$ cat src/rtl/ac_pkg.sv
// Shared constants and FSM encoding for the Aho-Corasick match scheduler.
package ac_pkg;
  localparam int STATE_W = 8;
  localparam int CHAR_W  = 4;

  localparam logic [STATE_W-1:0] MISS = 8'hFF;
  localparam logic [STATE_W-1:0] ROOT = 8'h00;

  typedef enum logic [2:0] {
    SCHED_IDLE,
    SCHED_GRD,
    SCHED_GCHK,
    SCHED_FRD,
    SCHED_FCHK
  } sched_state_e;
endpackage

$ cat src/rtl/ac_sched_stats.sv
// Saturating activity counters for the match scheduler: characters emitted and failure hops.
module ac_sched_stats (
  input  logic        clk,
  input  logic        rst_n,
  input  logic        inc_char,
  input  logic        inc_hop,
  output logic [31:0] stat_chars,
  output logic [31:0] stat_hops
);
  logic [31:0] chars_q, chars_d;
  logic [31:0] hops_q, hops_d;

  always_comb begin
    chars_d = chars_q;
    hops_d  = hops_q;
    if (inc_char && (chars_q != '1)) chars_d = chars_q + 32'd1;
    if (inc_hop && (hops_q != '1))   hops_d  = hops_q + 32'd1;
  end

  always_ff @(posedge clk or negedge rst_n) begin
    if (!rst_n) begin
      chars_q <= '0;
      hops_q  <= '0;
    end else begin
      chars_q <= chars_d;
      hops_q  <= hops_d;
    end
  end

  assign stat_chars = chars_q;
  assign stat_hops  = hops_q;
endmodule

$ cat src/rtl/ac_match_sched.sv
// Aho-Corasick walk sequencer: goto lookups with failure-link retries per input character.
// Optional AC_SCHED_STATS_EN adds saturating STAT_CHARS / STAT_HOPS counters.
module ac_match_sched
  import ac_pkg::*;
#(
  parameter int unsigned MAX_HOPS = 8
) (
  input  logic                      CLK,
  input  logic                      RST,
  input  logic                      EN,
  input  logic                      IN_VALID,
  input  logic [CHAR_W-1:0]         IN_CHAR,
  output logic                      IN_READY,
  output logic                      G_RD,
  output logic [STATE_W+CHAR_W-1:0] G_ADDR,
  input  logic [STATE_W-1:0]        G_DATA,
  output logic                      F_RD,
  output logic [STATE_W-1:0]        F_ADDR,
  input  logic [STATE_W-1:0]        F_DATA,
  output logic                      OUT_VALID,
  output logic [STATE_W-1:0]        OUT_STATE,
  output logic [7:0]                OUT_HOPS,
  output logic                      ERR
`ifdef AC_SCHED_STATS_EN
  ,
  output logic [31:0]               STAT_CHARS,
  output logic [31:0]               STAT_HOPS
`endif
);
  localparam logic [7:0] MAX_HOPS_C = 8'(MAX_HOPS);

  sched_state_e        state_q, state_d;
  logic [STATE_W-1:0]  cur_q, cur_d;
  logic [CHAR_W-1:0]   char_q, char_d;
  logic [7:0]          hops_q, hops_d;
  logic                redo_q, redo_d;
  logic                run_q, run_d;
  logic                out_valid_q, out_valid_d;
  logic [STATE_W-1:0]  out_state_q, out_state_d;
  logic [7:0]          out_hops_q, out_hops_d;
  logic                err_q, err_d;
  logic                hop_take;

  // run_q keeps IN_READY low while reset is asserted and for the first edge after release.
  assign IN_READY = (state_q == SCHED_IDLE) && EN && run_q;
  assign G_RD     = (state_q == SCHED_GRD) && EN;
  assign F_RD     = (state_q == SCHED_FRD) && EN;
  assign G_ADDR   = G_RD ? {cur_q, char_q} : '0;
  assign F_ADDR   = F_RD ? cur_q : '0;

  always_comb begin
    // NOTE: every signal gets a default before the case so no path leaves it unassigned (no latch).
    state_d     = state_q;
    cur_d       = cur_q;
    char_d      = char_q;
    hops_d      = hops_q;
    redo_d      = redo_q;
    run_d       = 1'b1;
    out_valid_d = 1'b0;
    out_state_d = out_state_q;
    out_hops_d  = out_hops_q;
    err_d       = err_q;
    hop_take    = 1'b0;

    if (EN) begin
      unique case (state_q)
        SCHED_IDLE: begin
          if (IN_VALID && run_q) begin
            char_d  = IN_CHAR;
            hops_d  = '0;
            state_d = SCHED_GRD;
          end
        end
        SCHED_GRD: state_d = SCHED_GCHK;
        SCHED_GCHK: begin
          // Data read before a freeze is no longer on the bus; re-issue the read.
          if (redo_q) begin
            redo_d  = 1'b0;
            state_d = SCHED_GRD;
          end else if (G_DATA != MISS) begin
            cur_d       = G_DATA;
            out_valid_d = 1'b1;
          end else if (cur_q == ROOT) begin
            out_valid_d = 1'b1;
          end else if (hops_q == MAX_HOPS_C) begin
            err_d       = 1'b1;
            cur_d       = ROOT;
            out_valid_d = 1'b1;
          end else begin
            hops_d   = hops_q + 8'd1;
            hop_take = 1'b1;
            state_d  = SCHED_FRD;
          end
        end
        SCHED_FRD: state_d = SCHED_FCHK;
        SCHED_FCHK: begin
          if (redo_q) begin
            redo_d  = 1'b0;
            state_d = SCHED_FRD;
          end else begin
            cur_d   = F_DATA;
            state_d = SCHED_GRD;
          end
        end
        default: state_d = SCHED_IDLE;
      endcase
    end else if ((state_q == SCHED_GCHK) || (state_q == SCHED_FCHK)) begin
      redo_d = 1'b1;
    end

    if (out_valid_d) begin
      out_state_d = cur_d;
      out_hops_d  = hops_q;
      state_d     = SCHED_IDLE;
    end
  end

  always_ff @(posedge CLK or negedge RST) begin
    if (!RST) begin
      state_q     <= SCHED_IDLE;
      cur_q       <= ROOT;
      char_q      <= '0;
      hops_q      <= '0;
      redo_q      <= 1'b0;
      run_q       <= 1'b0;
      out_valid_q <= 1'b0;
      out_state_q <= ROOT;
      out_hops_q  <= '0;
      err_q       <= 1'b0;
    end else begin
      // NOTE: non-blocking assignments so every flop samples pre-edge values.
      state_q     <= state_d;
      cur_q       <= cur_d;
      char_q      <= char_d;
      hops_q      <= hops_d;
      redo_q      <= redo_d;
      run_q       <= run_d;
      out_valid_q <= out_valid_d;
      out_state_q <= out_state_d;
      out_hops_q  <= out_hops_d;
      err_q       <= err_d;
    end
  end

  assign OUT_VALID = out_valid_q;
  assign OUT_STATE = out_state_q;
  assign OUT_HOPS  = out_hops_q;
  assign ERR       = err_q;

`ifdef AC_SCHED_STATS_EN
  ac_sched_stats u_stats (
    .clk       (CLK),
    .rst_n     (RST),
    .inc_char  (out_valid_d),
    .inc_hop   (hop_take),
    .stat_chars(STAT_CHARS),
    .stat_hops (STAT_HOPS)
  );
`endif
endmodule
$ cat config.mk
export PLATFORM = sky130hd
export DESIGN_NAME = ac_match_sched
export DESIGN_NICKNAME = d
export VERILOG_FILES = /design/src/rtl/ac_pkg.sv /design/src/rtl/ac_sched_stats.sv /design/src/rtl/ac_match_sched.sv
export SDC_FILE = /design/constraint.sdc
export NUM_CORES = 1
export LEC_CHECK = 0
export CELL_PAD_IN_SITES_DETAIL_PLACEMENT = 1
export CELL_PAD_IN_SITES_GLOBAL_PLACEMENT = 1
export CORE_MARGIN = 2
export CORE_UTILIZATION = 39
export CTS_BUF_LIST = sky130_fd_sc_hd__clkbuf_2
export DETAILED_ROUTE_END_ITERATION = 8
export MAX_ROUTING_LAYER = met4
export PLACE_DENSITY_LB_ADDON = 0.05
export SKIP_CTS_REPAIR_TIMING = 1
export SLEW_MARGIN = 5
export SYNTH_ARGS = -nofsm -noshare
export SYNTH_HDL_FRONTEND = slang
export SYNTH_SLANG_ARGS = --single-unit
$ cat constraint.sdc
create_clock -name CLK -period 2.6 [get_ports CLK]
set_input_delay 0.52 -clock CLK [delete_from_list [all_inputs] [get_ports CLK]]
set_output_delay 0.52 -clock CLK [all_outputs]
set_load 0.01 [all_outputs]
==> key figures <==
CTS
  • Clock root cell: clkbuf_2
  • CTS Buffer Depth: 2
  • TritonCTS clock tree: done
  • H-tree level count: 2
  • Clk Latency, worst-skew pair: 430 ps
  • TritonCTS sink count: 43
  • Clock transition at the register clock pins on the worst setup and hold paths after CTS: 230 ps
  • Num CTS Buffers: 5

Synth
  • Sequential area share after synthesis: 44.4%
  • Cells after Synth: 221
  • Main flop type after synthesis: dfrtp_1
  • Distinct cell type count after synthesis: 54
  • Synth Area in Compound Gates: around 15%
  • Mean Syn Cell Area: 11.0 um^2
  • Post-Synth Simple-Gate Area: 20.8%
  • Post-synth EDFFs: 0
  • Xor and xnor area share after synthesis: 1.45%
  • Largest family of logic cells by synthesized area: simple AND/OR/NAND/NOR gates
  • Mapped Nets: 247
  • Register bit total from synthesis: 43
  • Ys Warns: 0
  • Asr flop ratio synth: 100%
  • Area share of fa/ha/maj cells after synthesis: 1.03%
  • Post-Syn Area: ~0.0024 mm^2
  • Mux cell area share after synthesis: 13.9%

Timing
  • Worst-case clock skew: 8.78 ps
  • Setup violations, final: 11
  • Post-route worst setup slack: -184 ps
  • Final Hold Fails: 0
  • Min cycle time layout: 2780 ps
  • Final Max Tran Viols: 0
  • Worst-margin pin slew: approximately 700 ps
  • Fmax: 359 MHz
  • Final period util: 107%
  • Final setup TNS: -1700 ps
  • Hold slack: 394 ps
  • Max-slew headroom: 53.3%
  • Unrepaired setup endpoints after global routing: yes

Pwr
  • Combinational cell fraction of total power: 52.8%
  • Sw frac: 38.7%
  • Pwr/cell area: roughly 760 mW/mm^2
  • P_int: ~1700 uW
  • NetSw: ~1100 uW
  • VDD IR-drop max: 423 uV
  • Sequential Power Share: 36.1%
  • Clock share of power: 11.1%
  • LEAKAGE: 0.00176 uW

Global route
  • Largest net degree at the start of global routing: 39
  • Number of global-route vias before repair: ~2200
  • Global-route wire length before repair: roughly 11000 um
  • Overflow after GRT: 0
  • GRT Util Overall: 21.3%
  • Antenna violations before repair: 0

Final layout
  • Util after Layout: 60.6%
  • Multi-input logic area: about 0.0013 mm^2
  • Layout area overhead: 48.9%
  • Final nets: about 360
  • Layout cells sized above 1: 32.5%
  • Reg area: 0.00108 mm^2
  • # fillers: roughly 660
  • Fin area: 0.00361 mm^2
  • ANT cells: 0

Worst setup path
  • Setup CP Type: input port to output pin
  • CP required: 2080 ps
  • Reg-to-reg slack, setup: 120 ps
  • CP Data Arrival Time: 2260 ps
  • Startpoint Class: input port
  • Critical Path End Type: output pin
  • Max FO, Critical Path: 5

Route
  • Routed wire per std cell: 18.1 um
  • Vias: 2222
  • Drt drc: 0
  • DR vias/cell: 5.46
  • DRT Pass-1 Iters: 4
  • Drt total wl: 7360 um
  • Starting DRT DRC Count: 32
  • Post-DRT Antenna Nets: 0

Floorplan
  • I/O Pins: 65
  • Die H: 82.8 um
  • Die footprint: 0.00686 mm^2
  • Chip Width: 82.8 um
  • Core area: approximately 0.0060 mm^2
  • Initial Util: 40.7%
  • FP Rows: 28

Run status
  • Status: finished, violations left
  • Failing checks: negative setup slack

Place
  • Placed inst area: approximately 0.0034 mm^2
  • Pre-CTS setup slack: -333 ps
  • Final HPWL DP: 5360 um
  • Port buffer count: 64
  • GP Congestion: roughly 0.8

Job
  • Max-Cap Viols: 0

Min path
  • Hold crit path type: input port to asynchronous set/reset pin
-- worst max-delay path: stages --
cell and delay [ps]:
clkdlybuf4s50_1 520, inv_2 100, nor4_4 240, buf_4 200
and2_2 140, clkdlybuf4s50_1 540
-- flip-flops by register name (all words and copies together) (netlist names) --
signal and cells:
redo_q 1, state_q 3, OUT_VALID 1, char_q 4, cur_q 8, run_q 1, OUT_STATE 8, OUT_HOPS 8
hops_q 8, ERR 1
-- Yosys cell counts (2+ instances only) --
| library cell | number | share of area [%] |
|---|---|---|
| a22oi_1 | 7 | 2.2 |
| o21ai_0 | 4 | 0.83 |
| and2_1 | 20 | 5.2 |
| a22o_1 | 5 | 1.8 |
| and3_1 | 3 | 0.77 |
| o2bb2ai_1 | 2 | 0.72 |
| o211ai_1 | 6 | 1.9 |
| nor2b_1 | 4 | 1.0 |
| or2_2 | 2 | 0.52 |
| buf_2 | 3 | 0.62 |
| a21oi_1 | 6 | 1.2 |
| inv_1 | 5 | 0.77 |
| ha_1 | 2 | 1.0 |
| clkbuf_1 | 4 | 0.62 |
| a32oi_1 | 2 | 0.72 |
| a211o_1 | 3 | 1.1 |
| nand3_1 | 11 | 2.3 |
| nand2_1 | 10 | 1.5 |
| dfrtp_1 | 43 | 44 |
| mux2_2 | 18 | 8.4 |
| nor4_1 | 5 | 1.3 |
| nor2_1 | 8 | 1.2 |
| mux2_4 | 9 | 5.6 |
| and2_2 | 2 | 0.62 |
| xor2_1 | 4 | 1.4 |
| nand4_1 | 5 | 1.3 |
-- cell families after synthesis --
logic type | after synthesis
and+or+nand+nor | 83
AOI/OAI and AO/OA | 46
DFF | 43
muxes | 27
buffers and inverters | 15
xor gates and xnor gates | 4
adders and majority gates | 2
other | 1
-- layout make-up --
cell class / instances / share of cell area, %
multi-input combinational: 163 / 36.2
sequential: 43 / 29.9
timing repair buffer: 113 / 29.5
tap: 75 / 2.60
clock buffer: 5 / 0.693
clock inverter: 3 / 0.555
inverter: 5 / 0.520
-- power groups by stage --
stage / combinational [uW] / sequential, uW / clock, uW
finish: 1460 / 996 / 306
global route: 1570 / 1020 / 342
CTS: 1340 / 994 / 312
detailed placement: 1330 / 1010 / 0
global placement: 1300 / 998 / 0
floorplan: 681 / 1020 / 0
-- layer usage --
layer,GRT usage [%],vias up,wire length (um)
li1,-,1041,-
met1,28.5,1123,3280
met2,34.4,53,3760
met3,3.38,5,261
met4,4.47,0,57
met5,-,-,0
-- final timing paths --
check,depth (start not counted),start,to
worst min-delay path,2,RST,OUT_STATE[5]$_DFFE_PN0P_
worst max-delay path,6,EN,G_ADDR[4]
max in group asynchronous,3,RST,state_q[2]$_DFFE_PN0P_
worst min register to register,1,char_q[0]$_DFFE_PN0P_,char_q[0]$_DFFE_PN0P_
min in group CLK,1,char_q[0]$_DFFE_PN0P_,char_q[0]$_DFFE_PN0P_
worst max register to register,7,state_q[2]$_DFFE_PN0P_,OUT_STATE[4]$_DFFE_PN0P_
-- stage by stage --
step | std cells | total power [uW]
after floorplan | 221 | 1700
after global placement | 388 | 2300
after detailed placement | 388 | 2340
after CTS | 396 | 2640
after global routing | 407 | 2930
final | 407 | 2760
-- cell usage in the layout (no fill, tap or decap), drive strengths merged, types with 3 or more instances in the layout --
| cell type | Yosys | layout |
|---|---|---|
| and3 | 3 | 3 |
| o21ai | 4 | 4 |
| dlymetal6s2s | 0 | 12 |
| nand2 | 10 | 10 |
| and2 | 23 | 23 |
| a211o | 3 | 3 |
| nand4 | 5 | 5 |
| clkbuf | 4 | 5 |
| dfrtp | 43 | 43 |
| nor2 | 9 | 9 |
| xor2 | 4 | 4 |
| clkdlybuf4s50 | 0 | 51 |
| nand3 | 11 | 11 |
| o211ai | 6 | 6 |
| a22o | 6 | 6 |
| nor4 | 5 | 5 |
| inv | 5 | 5 |
| a22oi | 7 | 7 |
| a21oi | 7 | 7 |
| nor2b | 4 | 4 |
| mux2 | 27 | 27 |
| buf | 6 | 49 |
Power figures use the tool's default switching activity.
